## config.mk

```make
export PLATFORM = sky130hd
export DESIGN_NAME = clock_hms_counter
export DESIGN_NICKNAME = d
export VERILOG_FILES = /design/src/rtl/clock_hms_counter.sv
export SDC_FILE = /design/constraint.sdc
export NUM_CORES = 1
export LEC_CHECK = 0
export ABC_CLOCK_PERIOD_IN_PS = 3650
export CAP_MARGIN = 25
export CORE_MARGIN = 1.5
export CORE_UTILIZATION = 36
export DETAILED_ROUTE_END_ITERATION = 16
export HOLD_SLACK_MARGIN = 0.08
export SLEW_MARGIN = 5
export SYNTH_ARGS = -nofsm -noshare
export SYNTH_HDL_FRONTEND = slang
export SYNTH_SLANG_ARGS = --single-unit
```

## constraint.sdc

```tcl
create_clock -name clk -period 3.65 [get_ports clk]
set_input_delay 0.365 -clock clk [delete_from_list [all_inputs] [get_ports clk]]
set_output_delay 0.365 -clock clk [all_outputs]
set_load 0.05 [all_outputs]
```

## src/rtl/clock_hms_counter.sv

```systemverilog
// Time-of-day core: prescaled 1 s tick driving cascaded sec/min/hour fields,
// with a field-select set mode, a day-carry pulse and a 12/24-hour display.
module clock_hms_counter #(
  parameter int TICK_DIV = 50000000,
  parameter int SEC_MOD  = 60,
  parameter int MIN_MOD  = 60,
  parameter int HOUR_MOD = 24
) (
  input  logic       clk,
  input  logic       rst,
  input  logic       hold,
  input  logic       set_en,
  input  logic [1:0] set_sel,
  input  logic       set_inc,
  input  logic       mode12,
  output logic [5:0] sec,
  output logic [5:0] min,
  output logic [4:0] hour,
  output logic [4:0] disp_hour,
  output logic       pm,
  output logic       tick,
  output logic       carry_day
);

  localparam int PW = (TICK_DIV > 1) ? $clog2(TICK_DIV) : 1;
  localparam logic [PW-1:0] PRESC_LAST = PW'(TICK_DIV - 1);
  localparam logic [5:0] SEC_LAST  = 6'(SEC_MOD - 1);
  localparam logic [5:0] MIN_LAST  = 6'(MIN_MOD - 1);
  localparam logic [4:0] HOUR_LAST = 5'(HOUR_MOD - 1);
  localparam bit IS_24H = (HOUR_MOD == 24);

  typedef enum logic [1:0] {
    SEL_SEC  = 2'd0,
    SEL_MIN  = 2'd1,
    SEL_HOUR = 2'd2,
    SEL_NONE = 2'd3
  } sel_t;

  typedef enum logic [1:0] {
    MODE_RUN  = 2'd0,
    MODE_SET  = 2'd1,
    MODE_HOLD = 2'd2
  } mode_t;

  logic [PW-1:0] presc;
  logic          inc_q;
  mode_t         mode;
  logic          presc_last;
  logic          run_tick;
  logic          set_fire;
  logic          sec_wrap;
  logic          min_wrap;
  logic          hour_wrap;
  logic [5:0]    sec_next;
  logic [5:0]    min_next;
  logic [4:0]    hour_next;

  // hold outranks set mode, which outranks normal counting
  always_comb begin
    mode = MODE_RUN;
    if (hold)
      mode = MODE_HOLD;
    else if (set_en)
      mode = MODE_SET;
  end

  assign presc_last = (presc == PRESC_LAST);
  assign run_tick   = (mode == MODE_RUN) && presc_last;
  assign set_fire   = (mode == MODE_SET) && set_inc && !inc_q;

  assign sec_wrap  = (sec == SEC_LAST);
  assign min_wrap  = (min == MIN_LAST);
  assign hour_wrap = (hour == HOUR_LAST);

  assign sec_next  = sec_wrap  ? 6'd0 : sec + 6'd1;
  assign min_next  = min_wrap  ? 6'd0 : min + 6'd1;
  assign hour_next = hour_wrap ? 5'd0 : hour + 5'd1;

  always_ff @(posedge clk or negedge rst) begin
    if (!rst)
      presc <= '0;
    else if (mode == MODE_SET)
      presc <= '0;
    else if (mode == MODE_RUN)
      presc <= presc_last ? '0 : presc + PW'(1);
  end

  // sampled every cycle, even in hold, so a level held across hold release is not an edge
  always_ff @(posedge clk or negedge rst) begin
    if (!rst)
      inc_q <= 1'b0;
    else
      inc_q <= set_inc;
  end

  always_ff @(posedge clk or negedge rst) begin
    if (!rst) begin
      sec  <= 6'd0;
      min  <= 6'd0;
      hour <= 5'd0;
    end else if (run_tick) begin
      sec <= sec_next;
      if (sec_wrap) begin
        min <= min_next;
        if (min_wrap)
          hour <= hour_next;
      end
    end else if (set_fire) begin
      case (sel_t'(set_sel))
        SEL_SEC:  sec  <= sec_next;
        SEL_MIN:  min  <= min_next;
        SEL_HOUR: hour <= hour_next;
        default:  ;
      endcase
    end
  end

  always_ff @(posedge clk or negedge rst) begin
    if (!rst) begin
      tick      <= 1'b0;
      carry_day <= 1'b0;
    end else begin
      tick      <= run_tick;
      carry_day <= run_tick && sec_wrap && min_wrap && hour_wrap;
    end
  end

  // 12-hour form only makes sense for a 24-hour day
  always_comb begin
    disp_hour = hour;
    pm        = 1'b0;
    if (IS_24H && mode12) begin
      if (hour == 5'd0) begin
        disp_hour = 5'd12;
      end else if (hour >= 5'd12) begin
        pm = 1'b1;
        if (hour > 5'd12)
          disp_hour = hour - 5'd12;
      end
    end
  end

endmodule

```

# Word level (Yosys, flattened, before mapping)
# Index checks and enable logic that the tools add are counted.
[word_totals]
wordCells = 68
out_inout_bits = 25
regBits = 46
[op_classes]
eq_ne = 9
add_sub_neg = 5
order_cmp = 2
muxes = 27
reduce_logical = 18
[op_table]
columns = ["cell", "n"]
rows = [
  ["26-bit two-way mux", 3],
  ["6-bit two-way mux", 9],
  ["5-bit two-way mux", 10],
  ["26-bit by 1-bit adder with 26-bit output, second input constant", 1],
  ["26-bit == test, second input constant", 1],
  ["6-bit by 1-bit adder with 6-bit output, second input constant", 2],
  ["6-bit == test, second input constant", 2],
  ["2-bit nonzero test", 5],
  ["1-bit logical AND", 6],
  ["5-bit by 1-bit adder with 5-bit output, second input constant", 1],
  ["5-bit == test, second input constant", 1],
  ["5-bit by 4-bit >= comparator with 1-bit output, second input constant", 1],
  ["5-bit by 4-bit greater-than comparator with 1-bit output, second input constant", 1],
  ["5-bit logical NOT", 1],
  ["5-bit by 4-bit subtractor with 5-bit output, second input constant", 1],
  ["2-bit by 1-bit == test with 1-bit output, second input constant", 2],
  ["2-bit logical NOT", 2],
  ["1-bit two-way mux", 4],
  ["2-bit by 1-bit != test with 1-bit output, second input constant", 2],
  ["4-bit AND reduction", 1],
  ["3-bit AND reduction", 1],
  ["2-bit == test, second input constant", 1],
  ["2-bit two-way mux", 1],
  ["2-bit AND reduction", 1],
  ["1-bit logical NOT", 1],
]

# Longest topological paths before layout
[depth]
word_depth = 7
ltp_mapped = 8
depth_no_buf = 6

# Least setup slack after synthesis
# OpenSTA, ideal clock, no wires.
[synth_timing]
path_type = "register to output"
from = "reg hour[2]"
to = "out disp_hour[2]"
t_required_ps = 3285
arrival_time_ps = 2468
slack_ps = 817
n_path_buf = 0
stages_incl_launch_ff = 6
cell_sequence = "dfrtp_1 ha_1 a21oi_1 o21ai_0 nor2_1 o21ai_0"
[synth_between]
elab_chain_len = 5
[synth_lines]
columns = ["item", "line_no", "text"]
rows = [
  ["start, declared", "18", "output logic [4:0] hour,"],
  ["start signal, assigned", "106", "hour <= hour_next;"],
  ["start signal, assigned", "112", "SEL_HOUR: hour <= hour_next;"],
  ["5-bit by 4-bit subtractor with 5-bit output / 5-bit by 4-bit greater-than comparator with 1-bit output (equally long branches)", "138, 137", ""],
  ["5-bit two-way mux", "137", "if (hour > 5'd12)"],
  ["5-bit two-way mux", "135", "end else if (hour >= 5'd12) begin"],
  ["5-bit two-way mux", "133", "if (hour == 5'd0) begin"],
  ["5-bit two-way mux (*)", "132", "if (IS_24H && mode12) begin"],
  ["end, declared", "19", "output logic [4:0] disp_hour,"],
]
# Mark *: on every way between the ends. The rest lies on a longest branch, timed or not.

# Final worst setup path
[layout_timing]
from = "reg hour[2]"
to = "out disp_hour[3]"
[layout_between]
elab_chain_len = 5
[layout_lines]
columns = ["item", "line_no"]
rows = [
  ["5-bit by 4-bit subtractor with 5-bit output / 5-bit by 4-bit greater-than comparator with 1-bit output (equally long branches)", "138, 137"],
  ["5-bit two-way mux", "137"],
  ["5-bit two-way mux", "135"],
  ["5-bit two-way mux (*)", "133"],
  ["5-bit two-way mux (*)", "132"],
]
# Marks and branches as above.

==> results.md <==
* Fin. Hold Viols at 0
* Starting density of the core at 37.7%
* Slew margin rel. at 42.2%
* Total grt overflow at 0
* H-tree depth at 2
* TritonCTS Buffers at 5
* LEAKAGE at 1.30 nW
* Critical path endpoint category: primary output
* Placer Congestion at 0.785
* DP Wirelength at 4.59 mm
* Yosys top cell area share at 41.7%
* Synth area leader: dfrtp_1
* Yosys cell types at 51
* Initial antenna violation count at 0
* DR vias at 2,452
* Worst-path clk slew at 0.09 ns
* Final setup viols at 0
* Vias in the first global route at 2,259
* PwrDens at 432 nW/µm²
* Crit path required time at 3.28 ns
* Insertion delay to the later sink of the worst-skew pair at 0.30 ns
* Maximum vdd drop at 0.141 mV
* Area after DPL at 3180 µm²
* Clk buf depth at 2
* Post-route ant nets at 0
* Fill count at 708
* CTS-repair resized insts at 0
* Max Cap Viol at 0
* DP Worst Slack at 0.978 ns
* Startpoint Class: flip-flop
* Reg2reg start: presc[1]
* Share of layout cells above drive strength 1 at 7.27%
* Synthesized area at 2760 µm²
* Ports at 33
* Net count after synthesis at 328
* Clock Sinks at 46
* Area contributors post-synth: dfrtp_1 42%, o21ai_0 5.3%, nand2_1 4.3%
* Clock root buffer: clkbuf_8
* Hold Buf Count CTS at 1
* Synth Area per Inst at 8.85 µm²
* Row count at 31
* IO Port Bufs at 32
* WP data arrival at 2.46 ns
* WL/cell at 14.4 µm
* # Post-CTS Setup Buffers at 0
* Crit path max fanout at 10
* Die W at 90.6 µm
* DRT iter0 DRCs at 188
* Post-synth EDFFs at 0
* Core area at 7330 µm²
* Number of remaining DRC errors at 0
* Clock skew at 0.00854 ns
* Worst setup margin at 0.824 ns
* WS Path Type: reg -> out
* RSZ-0062 raised after global routing: no
* Async set or reset register ratio after synthesis at 100%
* Overall routing resource usage at 16.2%
* Most common cell after layout, fill and taps aside: dfrtp_1
* Sequential area share after synthesis at 41.7%
* Ys Warns at 0
* Area delta synth->final at 19.4%
* Tightest Pin Transition at 0.863 ns
* Commonest cells after routing, fill and taps aside: 46 x dfrtp_1, 32 x nand2_1, 31 x clkdlybuf4s50_1
* First-pass GRT wire length at 10.9 mm
* # diodes at 0
* Final net count at 359
* Flop-to-flop setup slack at 1.37 ns
* Largest net degree at the start of global routing at 37
* Mapped Cells at 312
* Fin area at 3300 µm²
* Die ar. at 8210 µm²
* FMAX at 0.354 GHz
* Final Slew Violations at 0
* Drt pass-1 iters at 4
* WL final at 6.37 mm
* Synth Flop Type: dfrtp_1
* Final worst path period need at 2.83 ns
* Type of the most critical hold path: in -> async
* Synthesized flop and latch total at 46
* Worst setup path startpoint: hour[2]
* Setup TNS at 0 ns
* Die height at 90.6 µm
* Final period util at 77.4%
* Status: finished, final reports clean
* Vias per cell at 5.53
* CTS tree: done
==> worst max-delay path, stage by stage (launching register included) <==
cell and delay, ns:
dfrtp_1 0.53, ha_1 0.30, a21oi_1 0.09, o21ai_0 0.20, nor2_1 0.06, o21ai_0 0.17
clkdlybuf4s50_1 0.83
==> metrics by stage <==
step	instances	hold slack, ns	total power, mW	utilization [%]
global route	443	0.497	1.50	45.0
finish	443	0.472	1.42	45.0
detailed placement	434	0.277	1.05	43.4
global placement	433	0.503	1.05	43.1
floorplan	312	0.0694	0.903	-
CTS	443	0.483	1.44	45.0
==> per-layer routing <==
metal	GRT usage [%]	up-vias	routed length, µm
li1	-	1229	-
met1	22.1	1176	3150
met2	26.6	43	2980
met3	2.95	4	196
met4	3.57	0	42
met5	0	-	0
==> flip-flops by register name, indices dropped and copies added, names as in the netlist <==
register   count
carry_day      1
hour           5
inc_q          1
min            6
presc         26
sec            6
tick           1
==> cell usage after synthesis, types with 4 or more instances <==
master / number
a21oi_1: 21
a31oi_1: 17
and2_1: 4
and3_1: 7
buf_2: 7
dfrtp_1: 46
ha_1: 8
inv_1: 13
nand2_1: 32
nand2b_1: 4
nand3_1: 17
nand4_1: 8
nor2_1: 16
nor3_1: 7
nor4_1: 4
o211ai_1: 5
o21ai_0: 29
o31ai_1: 6
or3_1: 11
==> worst paths after layout <==
path / end / depth (start not counted)
setup / recovery: disp_hour[3] / 6
hold / removal: min[5] / 2
setup reg to reg: min[5] / 6
hold reg to reg: sec[4] / 1
max in group asynchronous: presc[14] / 3
min in group clk: sec[4] / 1
==> final cells by class <==
cell class	count	area [µm²]	area share, %
sequential	46	1150	34.9
clock buffer	6	72.6	2.20
inverter	13	48.8	1.48
multi-input combinational	242	1510	45.8
clock inverter	2	37.5	1.14
timing repair buffer	35	353	10.7
tap	99	124	3.76
==> logic make-up after synthesis <==
family	synth area share [%]
AO/OA/AOI/OAI	20.8
flip-flops	41.7
multiplexers	2.04
adder cells (fa/ha/maj)	3.62
AND/OR/NAND/NOR	27.9
XOR/XNOR	0.317
buffers and inverters	3.62
==> power by group <==
group	leakage (nW)	internal [mW]	switching, mW
Combinational	0.629	0.155	0.278
Sequential	0.619	0.546	0.0589
Clock	0.0514	0.205	0.181
Total	1.30	0.905	0.518
(Power assumes the default switching activity.)
